## config.mk

```make
export PLATFORM = sky130hd
export DESIGN_NAME = vme_master_seq_flat
export DESIGN_NICKNAME = d
export VERILOG_FILES = /design/src/rtl/vme_master_seq_if.sv /design/src/rtl/vme_master_seq.sv /design/src/flat_wrapper.sv
export SDC_FILE = /design/constraint.sdc
export NUM_CORES = 1
export LEC_CHECK = 0
export ABC_AREA = 1
export BUFFER_PORTS_ARGS = -buffer_cell sky130_fd_sc_hd__buf_4
export CAP_MARGIN = 20
export CORE_UTILIZATION = 30
export DETAILED_ROUTE_END_ITERATION = 8
export SLEW_MARGIN = 20
export SYNTH_ARGS = -nofsm -noshare
export SYNTH_HDL_FRONTEND = slang
export SYNTH_SLANG_ARGS = --single-unit
export TNS_END_PERCENT = 1
```

## constraint.sdc

```tcl
create_clock -name clk -period 2.9 [get_ports clk]
set_clock_uncertainty 0.1 [all_clocks]
set_input_delay 0.145 -clock clk [delete_from_list [all_inputs] [get_ports clk]]
set_output_delay 0.145 -clock clk [all_outputs]
set_load 0.03 [all_outputs]
```

## src/rtl/vme_master_seq_if.sv

```systemverilog
// rtl/vme_master_seq_if.sv - VME A24/D16 backplane signal bundle between master sequencer and slave/bus model
//
// master modport: drives address, AM, strobes, direction and write data;
//                 receives read data, DTACK and BERR.
// slave modport : the mirror image, for a backplane model or slave interface.
interface vme_master_seq_if;
    logic [22:0] vme_addr;
    logic [5:0]  vme_am;
    logic        vme_as_b;
    logic        vme_ds0_b;
    logic        vme_ds1_b;
    logic        vme_write_b;
    logic        vme_lword_b;
    logic [15:0] vme_data_out;
    logic        vme_data_oe;
    logic [15:0] vme_data_in;
    logic        vme_dtack_b;
    logic        vme_berr_b;

    modport master (
        output vme_addr, vme_am, vme_as_b, vme_ds0_b, vme_ds1_b, vme_write_b,
               vme_lword_b, vme_data_out, vme_data_oe,
        input  vme_data_in, vme_dtack_b, vme_berr_b
    );

    modport slave (
        input  vme_addr, vme_am, vme_as_b, vme_ds0_b, vme_ds1_b, vme_write_b,
               vme_lword_b, vme_data_out, vme_data_oe,
        output vme_data_in, vme_dtack_b, vme_berr_b
    );
endinterface

```

## src/rtl/vme_master_seq.sv

```systemverilog
// rtl/vme_master_seq.sv - runs one A24/D16 VME master cycle per accepted command
//
// Ports:
//   clk, rst         clock, asynchronous active-high reset
//   start            command valid, only looked at while vme_cmd_rd=1
//   vme_cmd_reg      [25]=read, [24]=write ([25] wins), [23:1]=VME address
//   vme_dat_reg_in   [15:0] write data
//   vme_cmd_rd       level: ready for the next command
//   vme_dat_wr       one-cycle completion strobe
//   vme_dat_reg_out  {14'b0, berr, timeout, read data}, held until next completion
//   vme              backplane signals (master modport)
module vme_master_seq #(
    parameter logic [5:0] AM_CODE     = 6'h39,
    parameter int         SETUP_CYC   = 2,
    parameter int         DS_DLY      = 1,
    parameter int         TIMEOUT_CYC = 255,
    parameter int         RECOV_CYC   = 4
) (
    input  logic             clk,
    input  logic             rst,
    input  logic             start,
    input  logic [31:0]      vme_cmd_reg,
    input  logic [31:0]      vme_dat_reg_in,
    output logic             vme_cmd_rd,
    output logic             vme_dat_wr,
    output logic [31:0]      vme_dat_reg_out,
    vme_master_seq_if.master vme
);
    typedef enum logic [2:0] {
        S_IDLE, S_SETUP, S_ASSERT_AS, S_WAIT_ACK, S_RELEASE, S_DONE, S_RECOVER
    } state_t;

    // Counters hold "cycles spent so far", so each phase exits on value N-1.
    localparam logic [15:0] SETUP_LAST   = 16'(SETUP_CYC - 1);
    localparam logic [15:0] DS_LAST      = 16'(DS_DLY - 1);
    localparam logic [15:0] TIMEOUT_LAST = 16'(TIMEOUT_CYC - 1);
    localparam logic [15:0] RECOV_LAST   = 16'(RECOV_CYC - 1);

    state_t      state_q, state_d;
    logic [15:0] cnt_q, cnt_d;
    logic        is_read_q, is_read_d;
    logic        timeout_q, timeout_d;
    logic        berr_q, berr_d;
    logic [15:0] rdata_q, rdata_d;
    logic        cmd_rd_q, cmd_rd_d;
    logic        dat_wr_q, dat_wr_d;
    logic [31:0] dat_out_q, dat_out_d;
    logic [22:0] addr_q, addr_d;
    logic [5:0]  am_q, am_d;
    logic        as_b_q, as_b_d;
    logic        ds_b_q, ds_b_d;
    logic        write_b_q, write_b_d;
    logic [15:0] dout_q, dout_d;
    logic        oe_q, oe_d;
    logic        dtack_meta_q, dtack_s_q, berr_meta_q, berr_s_q;
    logic        release_now, finish_now;
    logic        unused_bits;

    assign unused_bits = ^{vme_cmd_reg[31:26], vme_cmd_reg[0], vme_dat_reg_in[31:16]};

    always_ff @(posedge clk or posedge rst) begin
        if (rst) begin
            state_q      <= S_IDLE;
            cnt_q        <= '0;
            is_read_q    <= 1'b0;
            timeout_q    <= 1'b0;
            berr_q       <= 1'b0;
            rdata_q      <= '0;
            cmd_rd_q     <= 1'b0;
            dat_wr_q     <= 1'b0;
            dat_out_q    <= '0;
            addr_q       <= '0;
            am_q         <= '0;
            as_b_q       <= 1'b1;
            ds_b_q       <= 1'b1;
            write_b_q    <= 1'b1;
            dout_q       <= '0;
            oe_q         <= 1'b0;
            dtack_meta_q <= 1'b1;
            dtack_s_q    <= 1'b1;
            berr_meta_q  <= 1'b1;
            berr_s_q     <= 1'b1;
        end else begin
            state_q      <= state_d;
            cnt_q        <= cnt_d;
            is_read_q    <= is_read_d;
            timeout_q    <= timeout_d;
            berr_q       <= berr_d;
            rdata_q      <= rdata_d;
            cmd_rd_q     <= cmd_rd_d;
            dat_wr_q     <= dat_wr_d;
            dat_out_q    <= dat_out_d;
            addr_q       <= addr_d;
            am_q         <= am_d;
            as_b_q       <= as_b_d;
            ds_b_q       <= ds_b_d;
            write_b_q    <= write_b_d;
            dout_q       <= dout_d;
            oe_q         <= oe_d;
            dtack_meta_q <= vme.vme_dtack_b;
            dtack_s_q    <= dtack_meta_q;
            berr_meta_q  <= vme.vme_berr_b;
            berr_s_q     <= berr_meta_q;
        end
    end

    always_comb begin
        state_d     = state_q;
        cnt_d       = cnt_q;
        is_read_d   = is_read_q;
        timeout_d   = timeout_q;
        berr_d      = berr_q;
        rdata_d     = rdata_q;
        dat_wr_d    = 1'b0;
        dat_out_d   = dat_out_q;
        addr_d      = addr_q;
        am_d        = am_q;
        as_b_d      = as_b_q;
        ds_b_d      = ds_b_q;
        write_b_d   = write_b_q;
        dout_d      = dout_q;
        oe_d        = oe_q;
        release_now = 1'b0;
        finish_now  = 1'b0;

        case (state_q)
            S_IDLE: begin
                // Address, AM and direction go onto the bus at the latch edge,
                // so the setup count starts right here.
                if (cmd_rd_q && start && (vme_cmd_reg[25] || vme_cmd_reg[24])) begin
                    is_read_d = vme_cmd_reg[25];
                    timeout_d = 1'b0;
                    berr_d    = 1'b0;
                    rdata_d   = '0;
                    cnt_d     = '0;
                    addr_d    = vme_cmd_reg[23:1];
                    am_d      = AM_CODE;
                    write_b_d = vme_cmd_reg[25];
                    dout_d    = vme_cmd_reg[25] ? 16'h0 : vme_dat_reg_in[15:0];
                    oe_d      = ~vme_cmd_reg[25];
                    state_d   = S_SETUP;
                end
            end
            S_SETUP: begin
                if (cnt_q == SETUP_LAST) begin
                    cnt_d   = '0;
                    as_b_d  = 1'b0;
                    state_d = S_ASSERT_AS;
                end else begin
                    cnt_d = cnt_q + 16'd1;
                end
            end
            S_ASSERT_AS: begin
                if (cnt_q == DS_LAST) begin
                    cnt_d   = '0;
                    ds_b_d  = 1'b0;
                    state_d = S_WAIT_ACK;
                end else begin
                    cnt_d = cnt_q + 16'd1;
                end
            end
            S_WAIT_ACK: begin
                // BERR outranks DTACK; a BERR cycle never captures read data.
                if (!berr_s_q) begin
                    berr_d      = 1'b1;
                    release_now = 1'b1;
                end else if (!dtack_s_q) begin
                    if (is_read_q) begin
                        rdata_d = vme.vme_data_in;
                    end
                    release_now = 1'b1;
                end else if (cnt_q == TIMEOUT_LAST) begin
                    timeout_d   = 1'b1;
                    release_now = 1'b1;
                end else begin
                    cnt_d = cnt_q + 16'd1;
                end
                if (release_now) begin
                    cnt_d   = '0;
                    as_b_d  = 1'b1;
                    ds_b_d  = 1'b1;
                    oe_d    = 1'b0;
                    state_d = S_RELEASE;
                end
            end
            S_RELEASE: begin
                if (dtack_s_q && berr_s_q) begin
                    finish_now = 1'b1;
                end else if (cnt_q == TIMEOUT_LAST) begin
                    timeout_d  = 1'b1;
                    finish_now = 1'b1;
                end else begin
                    cnt_d = cnt_q + 16'd1;
                end
                if (finish_now) begin
                    cnt_d     = '0;
                    dat_wr_d  = 1'b1;
                    dat_out_d = {14'b0, berr_d, timeout_d, is_read_q ? rdata_q : 16'h0};
                    state_d   = S_DONE;
                end
            end
            S_DONE: begin
                write_b_d = 1'b1;
                cnt_d     = '0;
                state_d   = S_RECOVER;
            end
            S_RECOVER: begin
                if (cnt_q == RECOV_LAST) begin
                    state_d = S_IDLE;
                end else begin
                    cnt_d = cnt_q + 16'd1;
                end
            end
            default: state_d = S_IDLE;
        endcase

        // Ready is registered alongside the state, so it rises on the same
        // edge the FSM lands in IDLE (including the first edge after reset).
        cmd_rd_d = (state_d == S_IDLE);
    end

    assign vme_cmd_rd       = cmd_rd_q;
    assign vme_dat_wr       = dat_wr_q;
    assign vme_dat_reg_out  = dat_out_q;
    assign vme.vme_addr     = addr_q;
    assign vme.vme_am       = am_q;
    assign vme.vme_as_b     = as_b_q;
    assign vme.vme_ds0_b    = ds_b_q;
    assign vme.vme_ds1_b    = ds_b_q;
    assign vme.vme_write_b  = write_b_q;
    assign vme.vme_lword_b  = 1'b1;
    assign vme.vme_data_out = dout_q;
    assign vme.vme_data_oe  = oe_q;
endmodule

```

## src/flat_wrapper.sv

```systemverilog
// flat-port wrapper written by rule: the top's interface ports become plain ports
module vme_master_seq_flat 
#(
    parameter logic [5:0] AM_CODE     = 6'h39,
    parameter int         SETUP_CYC   = 2,
    parameter int         DS_DLY      = 1,
    parameter int         TIMEOUT_CYC = 255,
    parameter int         RECOV_CYC   = 4
)
  (clk, rst, start, vme_cmd_reg, vme_dat_reg_in, vme_cmd_rd, vme_dat_wr, vme_dat_reg_out, vme_vme_addr, vme_vme_am, vme_vme_as_b, vme_vme_ds0_b, vme_vme_ds1_b, vme_vme_write_b, vme_vme_lword_b, vme_vme_data_out, vme_vme_data_oe, vme_vme_data_in, vme_vme_dtack_b, vme_vme_berr_b);
  vme_master_seq_if vme_i ();
  input  logic clk;
  input  logic rst;
  input  logic start;
  input  logic [31:0] vme_cmd_reg;
  input  logic [31:0] vme_dat_reg_in;
  output logic vme_cmd_rd;
  output logic vme_dat_wr;
  output logic [31:0] vme_dat_reg_out;
  output wire logic [$bits(vme_i.vme_addr)-1:0] vme_vme_addr;
  output wire logic [$bits(vme_i.vme_am)-1:0] vme_vme_am;
  output wire logic [$bits(vme_i.vme_as_b)-1:0] vme_vme_as_b;
  output wire logic [$bits(vme_i.vme_ds0_b)-1:0] vme_vme_ds0_b;
  output wire logic [$bits(vme_i.vme_ds1_b)-1:0] vme_vme_ds1_b;
  output wire logic [$bits(vme_i.vme_write_b)-1:0] vme_vme_write_b;
  output wire logic [$bits(vme_i.vme_lword_b)-1:0] vme_vme_lword_b;
  output wire logic [$bits(vme_i.vme_data_out)-1:0] vme_vme_data_out;
  output wire logic [$bits(vme_i.vme_data_oe)-1:0] vme_vme_data_oe;
  input wire logic [$bits(vme_i.vme_data_in)-1:0] vme_vme_data_in;
  input wire logic [$bits(vme_i.vme_dtack_b)-1:0] vme_vme_dtack_b;
  input wire logic [$bits(vme_i.vme_berr_b)-1:0] vme_vme_berr_b;
  assign vme_vme_addr = vme_i.vme_addr;
  assign vme_vme_am = vme_i.vme_am;
  assign vme_vme_as_b = vme_i.vme_as_b;
  assign vme_vme_ds0_b = vme_i.vme_ds0_b;
  assign vme_vme_ds1_b = vme_i.vme_ds1_b;
  assign vme_vme_write_b = vme_i.vme_write_b;
  assign vme_vme_lword_b = vme_i.vme_lword_b;
  assign vme_vme_data_out = vme_i.vme_data_out;
  assign vme_vme_data_oe = vme_i.vme_data_oe;
  assign vme_i.vme_data_in = vme_vme_data_in;
  assign vme_i.vme_dtack_b = vme_vme_dtack_b;
  assign vme_i.vme_berr_b = vme_vme_berr_b;
  vme_master_seq #(.AM_CODE(AM_CODE), .SETUP_CYC(SETUP_CYC), .DS_DLY(DS_DLY), .TIMEOUT_CYC(TIMEOUT_CYC), .RECOV_CYC(RECOV_CYC)) u_core (.clk(clk), .rst(rst), .start(start), .vme_cmd_reg(vme_cmd_reg), .vme_dat_reg_in(vme_dat_reg_in), .vme_cmd_rd(vme_cmd_rd), .vme_dat_wr(vme_dat_wr), .vme_dat_reg_out(vme_dat_reg_out), .vme(vme_i));
endmodule
```

==> run summary, run 1 <==
Core area -> 0.0165 mm^2
Pre-CTS WS -> 670 ps
Min Tclk post-route -> 2240 ps
IO Port Bufs -> 129
Final TNS setup -> 0 ps
Worst Setup End Kind -> flip-flop
Layout area overhead -> 39.8%
CP Class -> flip-flop to flip-flop
Residual DRC count -> 0
CTS Hold Bufs -> 59
Vias in the first global route -> 4389
CTS buffer count -> 9
Hold Path Origin -> u_core.dtack_meta_q
CTS tree -> done
All-Layer GR Usage -> 15.5%
Mapped Area -> 0.00504 mm^2
Detailed Route WL -> 12600 um
Post-synth EDFFs -> 0
Yosys reg bits -> 106
Run status -> complete, no violations
Sw Share -> 23.7%
Final hold violation count -> 0
HP Class -> flip-flop to flip-flop
FF/Latch Area -> 0.00266 mm^2
Most frequent cells in the layout -> 208 x nand2_1, 132 x buf_4, 99 x dfrtp_1
Remaining antenna violation count after routing -> 0
Vias per cell -> 4.38
Share of cells above drive strength 1 -> 23.7%
Yosys warns -> 0
I/O pins -> 170
Layout fillers -> 1641
Maximum number of pins on one net before global-route repair -> 107
Die footprint -> 0.0173 mm^2
Placed cell count -> 937
Sequential power share -> 49.5%
HPWL Detailed -> 8270 um
Combinational power share -> 6.7%
Post-CTS Resized -> 0
GPL Wtd Cong -> 0.824
Skew-Pair Late Insertion Delay -> 360 ps
Max Slew Vio Count -> 0
Min setup slack post-route -> 661 ps
Initial DRC count -> 234
Mean routed wirelength per cell -> 12.5 um
DR vias -> 4431
Nets@finish -> 876
Max FO, Critical Path -> 13
P_sw -> 711 uW
Max-slew headroom at the worst pin -> 49.3%
Critical Path Start -> u_core.state_q[0]
Worst-case clock buffer depth -> 2
RSZ-0062 raised after global routing -> false
ANT cells -> 0
Finished Cell Area -> 0.00704 mm^2
Post-CTS Setup Bufs -> 0
Primary FF master, synth -> dfrtp_1
Die width -> 132 um
Arr. time, crit path -> 2390 ps
Clock Pin Slew Worst Setup and Hold Paths -> 80 ps
Power share of the clock group -> 43.9%
Multi-input logic area -> 0.00197 mm^2
Most common cell after layout, fill and taps aside -> nand2_1
Mapped Cells -> 609
Period utilization -> 77.2%
Register area share after synthesis -> 52.8%
Yosys cell types -> 35
Die H -> 132 um
Max Cap Violations -> 0
Global-route wire length before repair -> 21600 um
Initial core utilization -> 30.6%
Setup crit start kind -> flip-flop
Pleak -> 0.00375 uW
VDD IR max -> 0.309 mV
Worst-Margin Slew -> 759 ps
Dpl cell area -> 0.00613 mm^2
First-pass iteration count of the detailed router -> 4
P per Cell Area -> 426 mW/mm^2
Highest clock rate -> 447 MHz
Power Internal -> 2290 uW
Avg Synthesized Cell Area -> 8.27 um^2
Finished Layout Cells -> 1012
Site Rows -> 47
Setup violators final -> 0
H-Tree Level Count -> 3
Worst EP required -> 3050 ps
Initial antenna violation count -> 0
CTS root buf -> clkbuf_16
Reg2reg start -> u_core.state_q[0]
Clk sinks -> 106
Share of async-settable or async-resettable flops after synthesis -> 100%
Overflow after GRT -> 0
power groups by stage:
| stage | clock (uW) | sequential, uW | combinational [uW] |
|---|---|---|---|
| floorplan | 0 | 1510 | 73.8 |
| finish | 1310 | 1480 | 200 |
| global route | 1420 | 1480 | 216 |
| CTS | 1370 | 1480 | 200 |
| global placement | 0 | 1510 | 136 |
| detailed placement | 0 | 1510 | 137 |
synth_stat cells (all sizes together) (6+ instances only):
| master | instances | area (um^2) |
|---|---|---|
| o21ai | 30 | 150 |
| nand4 | 10 | 62.6 |
| o31ai | 12 | 145 |
| buf | 29 | 213 |
| a21oi | 6 | 41.3 |
| nand3 | 56 | 285 |
| dfrtp | 99 | 2480 |
| clkbuf | 11 | 41.3 |
| dfstp | 7 | 184 |
| inv | 56 | 210 |
| nor2 | 59 | 241 |
| nand2 | 211 | 805 |
stage by stage:
step	hold WS [ps]	total power [uW]	utilization, %
2_1_floorplan	49.5	1590	-
3_3_place_gp	155	1650	37.3
3_5_place_dp	156	1650	37.3
4_1_cts	262	3050	42.8
5_1_grt	264	3120	42.8
6_report	261	3000	42.8
critical path: stages, from the launching register on:
cell,delay [ps]
dfrtp_1,450
nor2_2,90
nand2_1,150
nor2_1,80
nor2_1,260
nand2_1,360
inv_1,240
nand3_2,180
inv_2,150
nor2_1,60
area by class of cell:
type                    instances  share of cell area (%)
multi-input cells             421                    28.0
clock buffers                   9                    3.20
flip-flops and latches        106                    37.8
well taps                     220                    3.91
inverters                      57                    3.09
clock inverters                 7                    1.28
repair buffers                192                    22.7
state kept, by name (all words and copies together) (netlist names):
| signal | count |
|---|---|
| u_core.vme.vme_write_b | 1 |
| u_core.vme.vme_data_oe | 1 |
| u_core.vme.vme_am | 1 |
| u_core.vme.vme_data_out | 16 |
| u_core.vme_dat_wr | 1 |
| u_core.vme.vme_as_b | 1 |
| u_core.dtack_s_q | 1 |
| u_core.vme.vme_ds0_b | 1 |
| u_core.berr_meta_q | 1 |
| u_core.berr_s_q | 1 |
| u_core.vme.vme_addr | 23 |
| u_core.berr_q | 1 |
| u_core.state_q | 3 |
| u_core.rdata_q | 16 |
| u_core.dtack_meta_q | 1 |
| u_core.vme_dat_reg_out | 18 |
| u_core.vme_cmd_rd | 1 |
| u_core.timeout_q | 1 |
| u_core.cnt_q | 16 |
| u_core.is_read_q | 1 |
path summary, 6_finish.rpt:
kind | end | slack [ps] | cells past startpoint
worst min register to register | u_core.dtack_s_q | 260 | 0
worst max register to register | u_core.cnt_q[14] | 660 | 9
worst min-delay path | u_core.dtack_s_q | 260 | 0
worst max-delay path | u_core.cnt_q[14] | 660 | 9
max in group asynchronous | u_core.vme.vme_addr[20] | 1860 | 4
min in group asynchronous | u_core.rdata_q[5] | 420 | 4
cell families after synthesis:
kind of cell | after synthesis | share of synthesized area [%]
AND/OR/NAND/NOR | 347 | 29.2
other | 2 | 0.149
adder cells (fa/ha/maj) | 4 | 0.994
XOR/XNOR | 3 | 0.522
buffers and inverters | 97 | 9.29
flip-flops | 106 | 52.8
AO/OA/AOI/OAI | 50 | 7.01
per-layer routing:
| layer | part of all wire, % | vias up | wire length [um] | global-route usage [%] |
|---|---|---|---|---|
| met5 | 0 | - | 0 | 0 |
| met4 | 1.1 | 0 | 142 | 4.59 |
| li1 | - | 2237 | - | - |
| met2 | 48 | 130 | 6050 | 25.6 |
| met3 | 6.2 | 9 | 780 | 4.71 |
| met1 | 45 | 2055 | 5660 | 19.5 |
No activity file was read; power rests on OpenSTA's default activity.
==> run 2, diff against run 1 <==
- clock period: 2.9 -> 2.25 ns (I/O delays scaled with it)
==> run 2 against run 1 <==
  * Via count rose by 0.50%
  * Sequential share of layout area fell by 0.13 points
  * Critical path depth did not move
  * Routed wire length rose by 0.54%
  * Final area rose by 0.34%
  * Cell count rose by 0.59%
  * First-iteration DRC count rose by 14%
  * Fmax rose by 9.2%
  * Worst hold slack got worse by 35 ps
  * Non-clock buffer count rose by 6
  * Setup slack got worse by 460 ps
  * Critical path type unchanged
  * Largest cell class unchanged
  * Highest routed layer unchanged
==> run summary, run 2 (same netlist as run 1, synthesis figures left out) <==
Run status -> complete, no violations (unchanged)
Max FO, Critical Path -> 7 (was 13)
CP Class -> flip-flop to flip-flop (unchanged)
Combinational power share -> 6.9% (was 6.7%)
Clk sinks -> 106 (unchanged)
Die H -> 132 um (unchanged)
Setup crit start kind -> flip-flop (unchanged)
I/O pins -> 170 (unchanged)
Initial DRC count -> 266 (was 234)
Reg2reg start -> u_core.state_q[0] (unchanged)
GPL Wtd Cong -> 0.809 (was 0.824)
Max Slew Vio Count -> 0 (unchanged)
DR vias -> 4453 (was 4431)
Overflow after GRT -> 0 (unchanged)
Layout area overhead -> 40.3% (was 39.8%)
Hold Path Origin -> start (was u_core.dtack_meta_q)
HP Class -> primary input to flip-flop (was flip-flop to flip-flop)
Max-slew headroom at the worst pin -> 50.0% (was 49.3%)
Worst reg-to-reg setup slack -> 200 ps (was 660 ps)
Period utilization -> 91.2% (was 77.2%)
CTS tree -> done (unchanged)
Skew-Pair Late Insertion Delay -> 340 ps (was 360 ps)
Vias in the first global route -> 4429 (was 4389)
Die footprint -> 0.0173 mm^2 (unchanged)
Worst-Margin Slew -> 749 ps (was 759 ps)
Detailed Route WL -> 12700 um (was 12600 um)
WHS Endpoint -> u_core.state_q[0] (was u_core.dtack_s_q)
IO Port Bufs -> 129 (unchanged)
Power share of the clock group -> 41.3% (was 43.9%)
Arr. time, crit path -> 2180 ps (was 2390 ps)
Pleak -> 0.00377 uW (was 0.00375 uW)
Clock Pin Slew Worst Setup and Hold Paths -> 70 ps (was 80 ps)
Dpl cell area -> 0.00619 mm^2 (was 0.00613 mm^2)
Share of cells above drive strength 1 -> 24.2% (was 23.7%)
Final TNS setup -> 0 ps (unchanged)
P_sw -> 849 uW (was 711 uW)
HPWL Detailed -> 8410 um (was 8270 um)
ANT cells -> 0 (unchanged)
P per Cell Area -> 522 mW/mm^2 (was 426 mW/mm^2)
Vias per cell -> 4.37 (was 4.38)
CTS buffer count -> 9 (unchanged)
R2R depth -> 9 (unchanged)
Setup violators final -> 0 (unchanged)
Finished Cell Area -> 0.00706 mm^2 (was 0.00704 mm^2)
Mean routed wirelength per cell -> 12.5 um (about the same)
Remaining antenna violation count after routing -> 0 (unchanged)
Reg2reg end -> u_core.cnt_q[8] (was u_core.cnt_q[14])
Hold Path Depth -> 5 (was 0)
CTS root buf -> clkbuf_16 (unchanged)
Max reg flops -> 23 (unchanged)
Highest clock rate -> 488 MHz (was 447 MHz)
Initial antenna violation count -> 0 (unchanged)
Nets@finish -> 882 (was 876)
Most common cell after layout, fill and taps aside -> nand2_1 (unchanged)
Worst-case clock buffer depth -> 2 (unchanged)
Most frequent cells in the layout -> 208 x nand2_1, 137 x buf_4, 99 x dfrtp_1 (was 208 x nand2_1, 132 x buf_4, 99 x dfrtp_1)
Site Rows -> 47 (unchanged)
Global-route wire length before repair -> 21600 um (about the same)
Maximum number of pins on one net before global-route repair -> 107 (unchanged)
First-pass iteration count of the detailed router -> 4 (unchanged)
Initial core utilization -> 30.6% (unchanged)
Worst EP required -> 2380 ps (was 3050 ps)
Min Tclk post-route -> 2050 ps (was 2240 ps)
Die width -> 132 um (unchanged)
Post-CTS Resized -> 0 (unchanged)
All-Layer GR Usage -> 15.5% (about the same)
Power Internal -> 2840 uW (was 2290 uW)
Core area -> 0.0165 mm^2 (unchanged)
VDD IR max -> 0.341 mV (was 0.309 mV)
Max Cap Violations -> 0 (unchanged)
RSZ-0062 raised after global routing -> false (unchanged)
Sequential power share -> 51.8% (was 49.5%)
Final hold violation count -> 0 (unchanged)
H-Tree Level Count -> 3 (unchanged)
Worst Setup End Kind -> flip-flop (unchanged)
Sw Share -> 23.0% (was 23.7%)
Residual DRC count -> 0 (unchanged)
## run 2: worst max-delay path, cell delays in order, from the launching register on
cell	delay, ps
dfrtp_1	450
nor2_2	100
nand2_1	150
nor2_1	90
nor2_1	250
nand2_1	240
inv_1	160
nand3_2	160
inv_2	160
nor2_1	60
## run 2: what timing repair did
action | CTS | global route
hold endpoints to repair | 159 | 0
hold buffers | 59 | 0
setup buffers | 0 | 0
## run 2: area by class of cell
type,count,area [um^2]
clock buffer,11,243
clock inverter,5,38.8
fill,1678,9400
inverter,57,218
multi-input combinational,421,1970
sequential,106,2660
tap,220,275
timing repair buffer,198,1660
## run 2: power groups by stage
stage | sequential [uW] | combinational (uW) | clock, uW
global route | 1910 | 277 | 1660
global placement | 1950 | 175 | 0
finish | 1910 | 256 | 1520
detailed placement | 1950 | 176 | 0
floorplan | 1950 | 95.1 | 0
CTS | 1910 | 258 | 1580
## run 2: layer usage
metal / vias to the layer above / track usage [%] / share of wire, %
met5: - / 0 / 0
met4: 0 / 5.23 / 1.5
met3: 13 / 4.32 / 6.3
met2: 133 / 24.9 / 47
met1: 2062 / 19.9 / 45
li1: 2245 / - / -
## run 2: per-stage QoR
step	hold WS, ps	setup WS [ps]	utilization (%)	std cells	power, uW
after floorplan	17.0	332	-	624	2040
after global placement	122	226	37.6	943	2120
after detailed placement	122	202	37.6	943	2120
after CTS	215	187	42.9	1018	3740
after global routing	246	0.702	42.9	1018	3850
final	226	199	42.9	1018	3690
## run 2: how the worst max path moves through the flow
| stage | start | end | slack [ps] | cells past startpoint |
|---|---|---|---|---|
| 4_1_cts | u_core.state_q[0] | u_core.cnt_q[14] | 190 | 9 |
| 3_3_place_gp | u_core.state_q[0] | u_core.cnt_q[8] | 230 | 9 |
| 3_5_place_dp | u_core.state_q[0] | u_core.cnt_q[14] | 200 | 9 |
| 2_1_floorplan | u_core.cnt_q[0] | u_core.vme_dat_reg_out[0] | 330 | 11 |
| 6_report | u_core.state_q[0] | u_core.cnt_q[8] | 200 | 9 |
| 5_1_grt | u_core.cnt_q[0] | u_core.vme_dat_reg_out[0] | 0.7 | 9 |
==> run 3, diff against run 2 <==
- BUFFER_PORTS_ARGS: -buffer_cell sky130_fd_sc_hd__buf_4 -> -buffer_cell sky130_fd_sc_hd__buf_2
- CORE_UTILIZATION: 30 -> 45
- PLACE_DENSITY: default -> 0.73
- SKIP_LAST_GASP: default -> 1
==> run 3 against run 2 <==
  * Setup slack worse by 91 ps
  * Non-clock buffer count is 1 higher
  * Clock power is 30% lower
  * Final area is 7.4% lower
  * Largest power group unchanged
==> run summary, run 3 (same netlist as run 1, synthesis figures left out) <==
Pre-CTS WS -> 240 ps (was 202 ps)
Maximum number of pins on one net before global-route repair -> 54 (was 107)
WHS Endpoint -> u_core.berr_s_q (was u_core.state_q[0])
Worst Setup End Kind -> flip-flop (unchanged)
Worst reg-to-reg setup slack -> 110 ps (was 200 ps)
Max FO, Critical Path -> 29 (was 7)
Vias in the first global route -> 4552 (was 4429)
CTS buffer count -> 9 (unchanged)
Die width -> 108 um (was 132 um)
ANT cells -> 0 (unchanged)
All-Layer GR Usage -> 23.4% (was 15.5%)
Clk sinks -> 106 (unchanged)
Max reg flops -> 23 (unchanged)
Vias per cell -> 4.87 (was 4.37)
Worst-Margin Slew -> 712 ps (was 749 ps)
Core area -> 0.0109 mm^2 (was 0.0165 mm^2)
Die H -> 108 um (was 132 um)
Global-route wire length before repair -> 21300 um (was 21600 um)
H-Tree Level Count -> 3 (unchanged)
R2R depth -> 9 (unchanged)
Worst EP required -> 2430 ps (was 2380 ps)
Setup violators final -> 0 (unchanged)
Highest clock rate -> 467 MHz (was 488 MHz)
Initial core utilization -> 46.3% (was 30.6%)
CTS root buf -> clkbuf_8 (was clkbuf_16)
CP Class -> flip-flop to flip-flop (unchanged)
Max-slew headroom at the worst pin -> 52.4% (was 50.0%)
Skew-Pair Late Insertion Delay -> 380 ps (was 340 ps)
First-pass iteration count of the detailed router -> 5 (was 4)
Initial antenna violation count -> 0 (unchanged)
Max Slew Vio Count -> 0 (unchanged)
P per Cell Area -> 490 mW/mm^2 (was 522 mW/mm^2)
Dpl cell area -> 0.00578 mm^2 (was 0.00619 mm^2)
Critical Path Start -> u_core.cnt_q[0] (was u_core.state_q[0])
Layout area overhead -> 29.9% (was 40.3%)
HP Class -> flip-flop to flip-flop (was primary input to flip-flop)
DR vias -> 4571 (was 4453)
Arr. time, crit path -> 2320 ps (was 2180 ps)
Min setup slack post-route -> 108 ps (was 199 ps)
Detailed Route WL -> 12700 um (about the same)
Overflow after GRT -> 0 (unchanged)
Setup crit start kind -> flip-flop (unchanged)
VDD IR max -> 0.321 mV (was 0.341 mV)
Most frequent cells in the layout -> 208 x nand2_1, 129 x buf_2, 99 x dfrtp_1 (was 208 x nand2_1, 137 x buf_4, 99 x dfrtp_1)
Period utilization -> 95.2% (was 91.2%)
Remaining antenna violation count after routing -> 0 (unchanged)
HPWL Detailed -> 8510 um (was 8410 um)
RSZ-0062 raised after global routing -> true (was false)
Worst-case clock buffer depth -> 2 (unchanged)
Finished Cell Area -> 0.00654 mm^2 (was 0.00706 mm^2)
Residual DRC count -> 0 (unchanged)
IO Port Bufs -> 129 (unchanged)
Share of cells above drive strength 1 -> 24.2% (about the same)
Run status -> complete, no violations (unchanged)
Final Power -> 3210 uW (was 3690 uW)
Final hold violation count -> 0 (unchanged)
Hold Path Origin -> u_core.berr_meta_q (was start)
Nets@finish -> 883 (was 882)
Max Cap Violations -> 0 (unchanged)
Reg2reg end -> u_core.vme_dat_reg_out[15] (was u_core.cnt_q[8])
Site Rows -> 38 (was 47)
Mean routed wirelength per cell -> 13.6 um (was 12.5 um)
Clock Pin Slew Worst Setup and Hold Paths -> 100 ps (was 70 ps)
Initial DRC count -> 264 (was 266)
Min Tclk post-route -> 2140 ps (was 2050 ps)
Reg2reg start -> u_core.cnt_q[0] (was u_core.state_q[0])
Die footprint -> 0.0116 mm^2 (was 0.0173 mm^2)
I/O pins -> 170 (unchanged)
Hold Path Depth -> 0 (was 5)
CTS tree -> done (unchanged)
GPL Wtd Cong -> 0.863 (was 0.809)
Pleak -> 0.00367 uW (was 0.00377 uW)
Most common cell after layout, fill and taps aside -> nand2_1 (unchanged)
==> run 3: how the worst max path moves through the flow <==
stage,end,slack (ps)
2_1_floorplan,u_core.vme_dat_reg_out[0],330
3_3_place_gp,u_core.cnt_q[14],280
3_5_place_dp,u_core.cnt_q[7],240
4_1_cts,u_core.vme_dat_reg_out[15],210
5_1_grt,u_core.vme_dat_reg_out[15],-20
6_report,u_core.vme_dat_reg_out[15],110
==> run 3: worst max-delay path: stages (launching register included) <==
cell	delay, ps
dfrtp_1	450
inv_1	120
ha_1	210
nand3_1	120
nor2_4	60
nand2_4	120
a21oi_4	80
inv_2	460
nand2_1	200
o31ai_2	120
==> run 3: power by group <==
part           leakage [uW]  internal, uW  total (uW)  switching (uW)
clock network     0.0000842           441        1070             631
logic               0.00225           109         226             116
registers           0.00134          1910        1910            1.36
==> run 3: routing by layer <==
metal  up-vias  global-route usage, %  part of all wire, %
met5         -                      0                    0
met4         0                   6.46                  1.4
met3        18                   6.48                  6.3
met2       178                   40.5                   50
met1      2130                   28.6                   42
li1       2245                      -                    -
==> run 3: what timing repair did <==
item | 4_1_cts | 5_1_grt
hold buffers | 59 | 0
buffers inserted | 0 | 0
endpoints found under the setup margin | 0 | 7
resized for setup | 0 | 1
hold endpoints to repair | 89 | 0
==> run 3: layout make-up <==
cell class | instances | area [um^2]
multi-input cells | 421 | 1970
clock buffers | 13 | 149
flip-flops and latches | 106 | 2660
well taps | 140 | 175
clock inverters | 3 | 25.0
inverters | 57 | 218
fillers | 910 | 4340
repair buffers | 199 | 1340
==> run 3: per-stage QoR <==
stage | std cells | hold WS, ps | util, % | setup TNS, ps
floorplan | 624 | 17.0 | - | 0
global placement | 864 | 120 | 53.1 | 0
detailed placement | 864 | 120 | 53.1 | 0
CTS | 939 | 253 | 60.1 | 0
global route | 939 | 254 | 60.1 | -15.6
finish | 939 | 256 | 60.1 | 0
